<file path="config.mk">
export PLATFORM = sky130hd
export DESIGN_NAME = lsu_flat
export DESIGN_NICKNAME = d
export VERILOG_FILES = /design/src/rtl/lsu_pkg.sv /design/src/rtl/lsu_if.sv /design/src/rtl/lsu_align.sv /design/src/rtl/lsu.sv /design/src/flat_wrapper.sv
export SDC_FILE = /design/constraint.sdc
export NUM_CORES = 1
export LEC_CHECK = 0
export ABC_AREA = 1
export CAP_MARGIN = 20
export CORE_MARGIN = 2
export CORE_UTILIZATION = 43
export CTS_BUF_LIST = sky130_fd_sc_hd__clkbuf_16
export DETAILED_ROUTE_END_ITERATION = 7
export GPL_ROUTABILITY_DRIVEN = 0
export PLACE_DENSITY = 0.88
export SETUP_SLACK_MARGIN = 0.15
export SLEW_MARGIN = 20
export SYNTH_ARGS = -nofsm -noshare
export SYNTH_HDL_FRONTEND = slang
export SYNTH_SLANG_ARGS = --single-unit
</file>
<file path="constraint.sdc">
create_clock -name clk -period 1.5 [get_ports clk]
set_input_delay 0.375 -clock clk [delete_from_list [all_inputs] [get_ports clk]]
set_output_delay 0.375 -clock clk [all_outputs]
set_load 0.005 [all_outputs]
</file>
<file path="src/rtl/lsu_pkg.sv">
// Shared definitions for the load/store unit: opcodes, funct3 width/sign
// codes, access sizes, FSM state encoding and decode helpers.
package lsu_pkg;

  localparam logic [6:0] OP_LOAD  = 7'b0000011;
  localparam logic [6:0] OP_STORE = 7'b0100011;

  // funct3: bits [1:0] select the access width, bit 2 selects zero-extension
  localparam logic [2:0] F3_B  = 3'b000;
  localparam logic [2:0] F3_H  = 3'b001;
  localparam logic [2:0] F3_W  = 3'b010;
  localparam logic [2:0] F3_BU = 3'b100;
  localparam logic [2:0] F3_HU = 3'b101;

  localparam logic [1:0] SZ_B = 2'b00;
  localparam logic [1:0] SZ_H = 2'b01;
  localparam logic [1:0] SZ_W = 2'b10;

  typedef enum logic [1:0] {
    S_IDLE = 2'd0,
    S_BUS  = 2'd1,
    S_RESP = 2'd2
  } lsu_state_t;

  // True for the opcode/funct3 pairs the unit executes on the bus
  function automatic logic op_legal(input logic [6:0] opcode, input logic [2:0] funct3);
    logic ok;
    ok = 1'b0;
    if (opcode == OP_LOAD)
      ok = (funct3 inside {F3_B, F3_H, F3_W, F3_BU, F3_HU});
    else if (opcode == OP_STORE)
      ok = (funct3 inside {F3_B, F3_H, F3_W});
    return ok;
  endfunction

  // Byte offset after dropping the low address bits a wider access ignores
  function automatic logic [1:0] align_off(input logic [1:0] size, input logic [1:0] off);
    logic [1:0] r;
    case (size)
      SZ_B:    r = off;
      SZ_H:    r = {off[1], 1'b0};
      default: r = 2'b00;
    endcase
    return r;
  endfunction

endpackage

</file>
<file path="src/rtl/lsu_if.sv">
// Execute-stage request, data-bus and writeback signals of the LSU.
// Handshake: an op transfers on a rising edge where req_valid and req_ready
// are both high; upstream holds its fields stable while req_valid is high and
// req_ready is low. The bus side keeps mem_req and its fields stable until the
// edge on which mem_ack is high, which completes the access.
// modport slave is the LSU's view, modport master the surrounding pipeline.
interface lsu_if;
  import lsu_pkg::*;

  logic        req_valid;
  logic        req_ready;
  logic [6:0]  opcode;
  logic [2:0]  funct3;
  logic [31:0] addr;
  logic [31:0] wdata;
  logic [4:0]  rd;

  logic        mem_req;
  logic        mem_we;
  logic [31:0] mem_addr;
  logic [3:0]  mem_wstrb;
  logic [31:0] mem_wdata;
  logic        mem_ack;
  logic [31:0] mem_rdata;

  logic        done;
  logic        wb_we;
  logic [4:0]  wb_rd;
  logic [31:0] wb_data;
  logic        err;

  lsu_state_t  fsm_state;

  modport slave (
    input  req_valid, opcode, funct3, addr, wdata, rd, mem_ack, mem_rdata,
    output req_ready, mem_req, mem_we, mem_addr, mem_wstrb, mem_wdata,
    output done, wb_we, wb_rd, wb_data, err, fsm_state
  );

  modport master (
    output req_valid, opcode, funct3, addr, wdata, rd, mem_ack, mem_rdata,
    input  req_ready, mem_req, mem_we, mem_addr, mem_wstrb, mem_wdata,
    input  done, wb_we, wb_rd, wb_data, err, fsm_state
  );
endinterface

</file>
<file path="src/rtl/lsu_align.sv">
// Byte-lane logic of the LSU: store strobes and lane replication, load lane
// extraction with sign/zero extension, and the misalignment trap.
// Optional feature macro: MISALIGN_TRAP_EN (misaligned half/word accesses
// trap instead of being silently aligned down).
module lsu_align
  import lsu_pkg::*;
(
  input  logic [1:0]  st_size,
  input  logic [1:0]  st_off,
  input  logic [31:0] st_wdata,
  output logic [3:0]  wstrb,
  output logic [31:0] wlanes,
  output logic        trap,
  input  logic [2:0]  ld_funct3,
  input  logic [1:0]  ld_off,
  input  logic [31:0] rdata,
  output logic [31:0] ld_data
);

  logic [1:0]  st_off_m;
  logic [1:0]  ld_off_m;
  logic [31:0] ld_sh;

  assign st_off_m = align_off(st_size, st_off);
  assign ld_off_m = align_off(ld_funct3[1:0], ld_off);
  assign ld_sh    = rdata >> {ld_off_m, 3'b000};

  // Store strobes select the addressed lanes; data is replicated across lanes
  always_comb begin
    wstrb  = 4'b1111;
    wlanes = st_wdata;
    case (st_size)
      SZ_B: begin
        wstrb  = 4'b0001 << st_off_m;
        wlanes = {4{st_wdata[7:0]}};
      end
      SZ_H: begin
        wstrb  = 4'b0011 << st_off_m;
        wlanes = {2{st_wdata[15:0]}};
      end
      default: ;
    endcase
  end

`ifdef MISALIGN_TRAP_EN
  // Half accesses need bit 0 clear, word accesses need both bits clear
  always_comb begin
    trap = 1'b0;
    case (st_size)
      SZ_H:    trap = st_off[0];
      SZ_W:    trap = |st_off;
      default: trap = 1'b0;
    endcase
  end
`else
  assign trap = 1'b0;
`endif

  // Pick the addressed lane of the read word and extend it to 32 bits
  always_comb begin
    ld_data = ld_sh;
    case (ld_funct3)
      F3_B:    ld_data = {{24{ld_sh[7]}}, ld_sh[7:0]};
      F3_BU:   ld_data = {24'h0, ld_sh[7:0]};
      F3_H:    ld_data = {{16{ld_sh[15]}}, ld_sh[15:0]};
      F3_HU:   ld_data = {16'h0, ld_sh[15:0]};
      default: ld_data = ld_sh;
    endcase
  end

endmodule

</file>
<file path="src/rtl/lsu.sv">
// Load/store unit: accepts one op at a time from execute, runs a single bus
// access with an ack timeout, and reports done/err plus load writeback.
// Op lifecycle: IDLE (accept) -> BUS (wait for ack) -> RESP -> IDLE, with
// done/err/wb_* registered out of RESP so they appear on the first IDLE cycle.
// Illegal ops skip BUS entirely.
// Optional feature macro: MISALIGN_TRAP_EN (see lsu_align).
module lsu
  import lsu_pkg::*;
#(
  parameter int ACK_TIMEOUT = 255
) (
  input logic  clk,
  input logic  rst_n,
  lsu_if.slave bus
);

  localparam int CW = (ACK_TIMEOUT < 2) ? 1 : $clog2(ACK_TIMEOUT + 1);

  lsu_state_t  state;
  logic [CW-1:0] cnt;
  logic [2:0]  funct3_q;
  logic [1:0]  off_q;
  logic [4:0]  rd_q;
  logic        load_q;
  logic        fail_q;
  logic [31:0] ld_q;

  logic [3:0]  wstrb_w;
  logic [31:0] wlanes_w;
  logic        trap_w;
  logic [31:0] ld_data_w;
  logic        req_load;
  logic        req_store;
  logic        req_legal;

  // Store lanes come from the live request; load extraction from captured fields
  lsu_align u_align (
    .st_size   (bus.funct3[1:0]),
    .st_off    (bus.addr[1:0]),
    .st_wdata  (bus.wdata),
    .wstrb     (wstrb_w),
    .wlanes    (wlanes_w),
    .trap      (trap_w),
    .ld_funct3 (funct3_q),
    .ld_off    (off_q),
    .rdata     (bus.mem_rdata),
    .ld_data   (ld_data_w)
  );

  assign req_load  = (bus.opcode == OP_LOAD);
  assign req_store = (bus.opcode == OP_STORE);
  assign req_legal = op_legal(bus.opcode, bus.funct3) && !trap_w;
  assign bus.fsm_state = state;

  // Control FSM with registered bus, handshake and response outputs
  always_ff @(posedge clk or negedge rst_n) begin
    if (!rst_n) begin
      state         <= S_IDLE;
      cnt           <= '0;
      funct3_q      <= 3'b000;
      off_q         <= 2'b00;
      rd_q          <= 5'd0;
      load_q        <= 1'b0;
      fail_q        <= 1'b0;
      ld_q          <= 32'h0;
      bus.req_ready <= 1'b0;
      bus.mem_req   <= 1'b0;
      bus.mem_we    <= 1'b0;
      bus.mem_addr  <= 32'h0;
      bus.mem_wstrb <= 4'h0;
      bus.mem_wdata <= 32'h0;
      bus.done      <= 1'b0;
      bus.err       <= 1'b0;
      bus.wb_we     <= 1'b0;
      bus.wb_rd     <= 5'd0;
      bus.wb_data   <= 32'h0;
    end else begin
      bus.done    <= 1'b0;
      bus.err     <= 1'b0;
      bus.wb_we   <= 1'b0;
      bus.wb_rd   <= 5'd0;
      bus.wb_data <= 32'h0;
      case (state)
        S_IDLE: begin
          bus.req_ready <= 1'b1;
          if (bus.req_valid && bus.req_ready) begin
            funct3_q      <= bus.funct3;
            off_q         <= bus.addr[1:0];
            rd_q          <= bus.rd;
            load_q        <= req_load;
            bus.req_ready <= 1'b0;
            if (req_legal) begin
              state         <= S_BUS;
              fail_q        <= 1'b0;
              cnt           <= '0;
              bus.mem_req   <= 1'b1;
              bus.mem_we    <= req_store;
              bus.mem_addr  <= {bus.addr[31:2], 2'b00};
              bus.mem_wstrb <= req_store ? wstrb_w : 4'h0;
              bus.mem_wdata <= req_store ? wlanes_w : 32'h0;
            end else begin
              state  <= S_RESP;
              fail_q <= 1'b1;
            end
          end
        end
        S_BUS: begin
          if (bus.mem_ack || cnt == CW'(ACK_TIMEOUT - 1)) begin
            state         <= S_RESP;
            fail_q        <= !bus.mem_ack;
            ld_q          <= ld_data_w;
            bus.mem_req   <= 1'b0;
            bus.mem_we    <= 1'b0;
            bus.mem_addr  <= 32'h0;
            bus.mem_wstrb <= 4'h0;
            bus.mem_wdata <= 32'h0;
          end else begin
            cnt <= cnt + CW'(1);
          end
        end
        S_RESP: begin
          state         <= S_IDLE;
          bus.req_ready <= 1'b1;
          bus.done      <= 1'b1;
          bus.err       <= fail_q;
          if (load_q && !fail_q) begin
            bus.wb_we   <= (rd_q != 5'd0);
            bus.wb_rd   <= rd_q;
            bus.wb_data <= ld_q;
          end
        end
        default: begin
          state         <= S_IDLE;
          bus.req_ready <= 1'b1;
        end
      endcase
    end
  end

endmodule
</file>
<file path="src/flat_wrapper.sv">
// flat-port wrapper written by rule: the top's interface ports become plain ports
module lsu_flat import lsu_pkg::*;
#(
  parameter int ACK_TIMEOUT = 255
)
  (clk, rst_n, bus_req_valid, bus_opcode, bus_funct3, bus_addr, bus_wdata, bus_rd, bus_mem_ack, bus_mem_rdata, bus_req_ready, bus_mem_req, bus_mem_we, bus_mem_addr, bus_mem_wstrb, bus_mem_wdata, bus_done, bus_wb_we, bus_wb_rd, bus_wb_data, bus_err, bus_fsm_state);
  lsu_if bus_i ();
  input logic clk;
  input logic rst_n;
  input wire logic [$bits(bus_i.req_valid)-1:0] bus_req_valid;
  input wire logic [$bits(bus_i.opcode)-1:0] bus_opcode;
  input wire logic [$bits(bus_i.funct3)-1:0] bus_funct3;
  input wire logic [$bits(bus_i.addr)-1:0] bus_addr;
  input wire logic [$bits(bus_i.wdata)-1:0] bus_wdata;
  input wire logic [$bits(bus_i.rd)-1:0] bus_rd;
  input wire logic [$bits(bus_i.mem_ack)-1:0] bus_mem_ack;
  input wire logic [$bits(bus_i.mem_rdata)-1:0] bus_mem_rdata;
  output wire logic [$bits(bus_i.req_ready)-1:0] bus_req_ready;
  output wire logic [$bits(bus_i.mem_req)-1:0] bus_mem_req;
  output wire logic [$bits(bus_i.mem_we)-1:0] bus_mem_we;
  output wire logic [$bits(bus_i.mem_addr)-1:0] bus_mem_addr;
  output wire logic [$bits(bus_i.mem_wstrb)-1:0] bus_mem_wstrb;
  output wire logic [$bits(bus_i.mem_wdata)-1:0] bus_mem_wdata;
  output wire logic [$bits(bus_i.done)-1:0] bus_done;
  output wire logic [$bits(bus_i.wb_we)-1:0] bus_wb_we;
  output wire logic [$bits(bus_i.wb_rd)-1:0] bus_wb_rd;
  output wire logic [$bits(bus_i.wb_data)-1:0] bus_wb_data;
  output wire logic [$bits(bus_i.err)-1:0] bus_err;
  output wire logic [$bits(bus_i.fsm_state)-1:0] bus_fsm_state;
  assign bus_i.req_valid = bus_req_valid;
  assign bus_i.opcode = bus_opcode;
  assign bus_i.funct3 = bus_funct3;
  assign bus_i.addr = bus_addr;
  assign bus_i.wdata = bus_wdata;
  assign bus_i.rd = bus_rd;
  assign bus_i.mem_ack = bus_mem_ack;
  assign bus_i.mem_rdata = bus_mem_rdata;
  assign bus_req_ready = bus_i.req_ready;
  assign bus_mem_req = bus_i.mem_req;
  assign bus_mem_we = bus_i.mem_we;
  assign bus_mem_addr = bus_i.mem_addr;
  assign bus_mem_wstrb = bus_i.mem_wstrb;
  assign bus_mem_wdata = bus_i.mem_wdata;
  assign bus_done = bus_i.done;
  assign bus_wb_we = bus_i.wb_we;
  assign bus_wb_rd = bus_i.wb_rd;
  assign bus_wb_data = bus_i.wb_data;
  assign bus_err = bus_i.err;
  assign bus_fsm_state = bus_i.fsm_state;
  lsu #(.ACK_TIMEOUT(ACK_TIMEOUT)) u_core (.clk(clk), .rst_n(rst_n), .bus(bus_i));
endmodule
</file>
==> results.toml <==
[status]
status = "finished, violations left"
violations = "setup timing"

[sta]
setup_violations = 122
timing.final.ws_setup_ns = -0.226
hold_slack_ns = 0.396
finalCritPeriodShare_pct = 115
fin_skew_ns = 0.00973
rsz0062_at_grt = "true"
drv_slew = 0
max_freq_ghz = 0.579
fin_crit_ns = 1.73
hold_viol = 0

[cells_and_area]
regArea_um2 = 4080
final_cell_mix = "366 x nand2_1, 161 x dfrtp_1, 108 x buf_2"
fin_nets = 1450
design_area_um2 = 12000
fillCellCount = 1237
layout-drive-gt1-share_pct = 29.7
mostFrequentLayoutCell = "nand2_1"
post-route-util_pct = 69.5
multi_input_area_um2 = 3350
areaGrowthSynthToFinish_pct = 58.5

[critical_path]
end_kind = "flip-flop"
critPathLaunchType = "flip-flop"
crit_top_cell = "nand2_1"
crit_required_ns = 1.82
path_class = "flip-flop to flip-flop"
cp_top_family = "buffers and inverters"
crit_buf_inv = 5
crit_arrival_ns = 2.05
cp_max_fo = 25
slowest_delay_ns = 0.38
crit_slowest_cell = "dfrtp_1"
path_cells = "buf_4 > inv_4 > nand2_1 > inv_2 > nand2_4 > buf_12 > nor2_1 > nand3_1 > nand2_1 > inv_1"

[clock_tree]
path_clk_slew_ns = 0.06
cts_made_buffers = 17
insertion_delay_ns = 0.43
clockBufferDepth = 2
cts_tree = "yes"
htree_levels = 4
clock-sinks = 163
clock-root-buffer = "clkbuf_16"

[grt]
use_met3_pct = 7.96
met1_usage_pct = 29.9
grt_use_total_pct = 25.8
busiest_layer = "met2"
grt_max_degree = 39
grt_pass1_wl_mm = 37.2
antenna_found_initial = 2
grt_pass1_vias = 7733
grtUsageMet2_pct = 44.3
globalRouteOverflowTotal = 0

[yosys]
syn_avg_cell_area_um2 = 7.69
post_synth_instance_area_um2 = 7580
ys_warn_count = 0
synth_cell_type_count = 34
synth-seq-area-share_pct = 53.8
syn_inst = 986
ys_ff_latch = 163

[placement]
portBuffers = 225
place_area_um2 = 10800
dp_hpwl_mm = 17.0
post-place-ws_ns = -0.580

[power_and_ir_drop]
swShare_pct = 38.4
p_comb_share_pct = 41.7
intPower_mw = 10.1
power.density_nw_per_um2 = 1370
seqPwrFrac_pct = 32.8
ir_drop_uv = 948
leakage_nw = 6.71
switchingPower_mw = 6.32
clock_power_share_pct = 25.5

[detailed_routing]
drt-total-wl_mm = 27.7
drt_iter0_markers = 662
drc = 0
vias = 8122
drtAntennaViolNets = 0
vias_per_cell = 5.17
wire_per_inst_um = 17.6
firstDrtPassIters = 5

[floorplanning]
initial_core_util_pct = 43.8
die_x_um = 137
rows = 48
core-area_um2 = 17300
die_h_um = 137
pin_count = 228
die_area_um2 = 18700

[run]
maxCapViolations = 0

[hold_path]
min_path_type = "input port to flip-flop"
worst register-to-register path, cell delays in order, from the launching register on:
cell and delay [ns]:
dfrtp_1 0.38, buf_4 0.14, inv_4 0.08, nand2_1 0.20
inv_2 0.19, nand2_4 0.09, buf_12 0.17, nor2_1 0.14
nand3_1 0.11, nand2_1 0.09, inv_1 0.04
timing repair:
item                                    4_1_cts  5_1_grt
hold buffers                                  1        0
endpoints found under the setup margin      225      214
gates resized for setup                     461      150
cloned                                        1       15
buffers inserted                             16       26
pin swaps                                     6       16
hold endpoints to repair                     29        0
cells in the mapped netlist:
cell      instances  share of area [%]
nor3_1            8               0.53
xor2_1            2               0.23
nand3_2           2               0.26
o211ai_1          3               0.30
nand2_2           8               0.66
xnor2_1           1               0.12
nor2_1          112                5.5
buf_2            19                1.3
nor2_2            5               0.41
nand3b_1          8               0.79
nor3b_1           1              0.099
inv_2             8               0.40
ha_1              2               0.33
a21oi_2           1               0.12
nand2_4           1               0.15
o21ai_1           5               0.33
nand3_1          87                5.7
dfrtp_1         163                 54
a31o_2            1               0.12
or2_2             2               0.16
clkbuf_1         20               0.99
o21a_1            2               0.20
a31oi_1           1              0.083
nor2_4            2               0.30
buf_6             3               0.45
a21oi_1           6               0.40
o22ai_1           8               0.66
nand2_1         375                 19
nand4_1           1              0.083
buf_1             1              0.049
inv_1           101                5.0
buf_4             4               0.40
o21ai_0          22                1.5
conb_1            1              0.049
path summary, 6_finish.rpt:
check / slack [ns] / end / cells after the start / start
min in group asynchronous: 0.44 / u_core.ld_q[13] / 2 / rst_n
worst min-delay path: 0.40 / u_core.funct3_q[0] / 4 / bus_funct3[0]
max in group asynchronous: 0.52 / u_core.bus.fsm_state[1] / 3 / rst_n
worst min register to register: 0.47 / u_core.bus.mem_addr[10] / 2 / u_core.bus.mem_addr[10]
worst max-delay path: -0.23 / u_core.ld_q[24] / 10 / u_core.bus.fsm_state[1]
worst max register to register: -0.23 / u_core.ld_q[24] / 10 / u_core.bus.fsm_state[1]
layer usage:
metal	vias up	wire, um
met5	-	0
met4	0	1420
met3	105	2680
met2	529	13500
met1	3775	10000
li1	3713	-
per-stage QoR:
step / std cells / setup TNS (ns) / total power [mW]
after floorplan: 987 / -1.22 / 8.59
after global placement: 1480 / -46.65 / 10.6
after detailed placement: 1480 / -52.34 / 10.8
after CTS: 1529 / -7.88 / 15.2
after global routing: 1571 / -24.27 / 17.3
final: 1572 / -15.39 / 16.5
power groups by stage:
stage / Sequential, mW / Clock [mW] / Combinational, mW
6_report: 5.40 / 4.20 / 6.87
5_1_grt: 5.44 / 4.43 / 7.43
2_1_floorplan: 5.38 / 0 / 3.21
3_5_place_dp: 5.44 / 0 / 5.32
3_3_place_gp: 5.41 / 0 / 5.17
4_1_cts: 5.34 / 4.24 / 5.64
registers in the layout (all words and copies together), names as in the netlist:
register,cells
u_core.off_q,2
u_core.ld_q,32
u_core.bus.wb_data,32
u_core.bus.fsm_state,2
u_core.fail_q,1
u_core.bus.mem_we,1
u_core.bus.mem_wstrb,4
u_core.bus.mem_wdata,32
u_core.bus.err,1
u_core.funct3_q,3
u_core.rd_q,5
u_core.bus.done,1
u_core.bus.mem_addr,30
u_core.bus.wb_rd,5
u_core.cnt,8
u_core.bus.mem_req,1
u_core.load_q,1
u_core.bus.req_ready,1
u_core.bus.wb_we,1
layout make-up:
class                           instances  share of cell area, %
Clock buffer                           17                   3.54
Sequential cell                       163                   34.0
Antenna cell                            2                 0.0416
Multi-Input combinational cell        669                   27.8
Tap cell                              225                   2.34
Timing Repair Buffer                  373                   27.8
Clock inverter                         14                   1.03
Inverter                              109                   3.46
logic make-up after synthesis:
logic type	after synthesis	synth area share [%]
adders and majority gates	2	0.330
xor gates and xnor gates	3	0.347
DFF	163	53.8
and+or+nand+nor	612	33.3
other	1	0.0495
AOI/OAI and AO/OA	49	3.65
buffers and inverters	156	8.53
No activity file was read; power rests on OpenSTA's default activity.
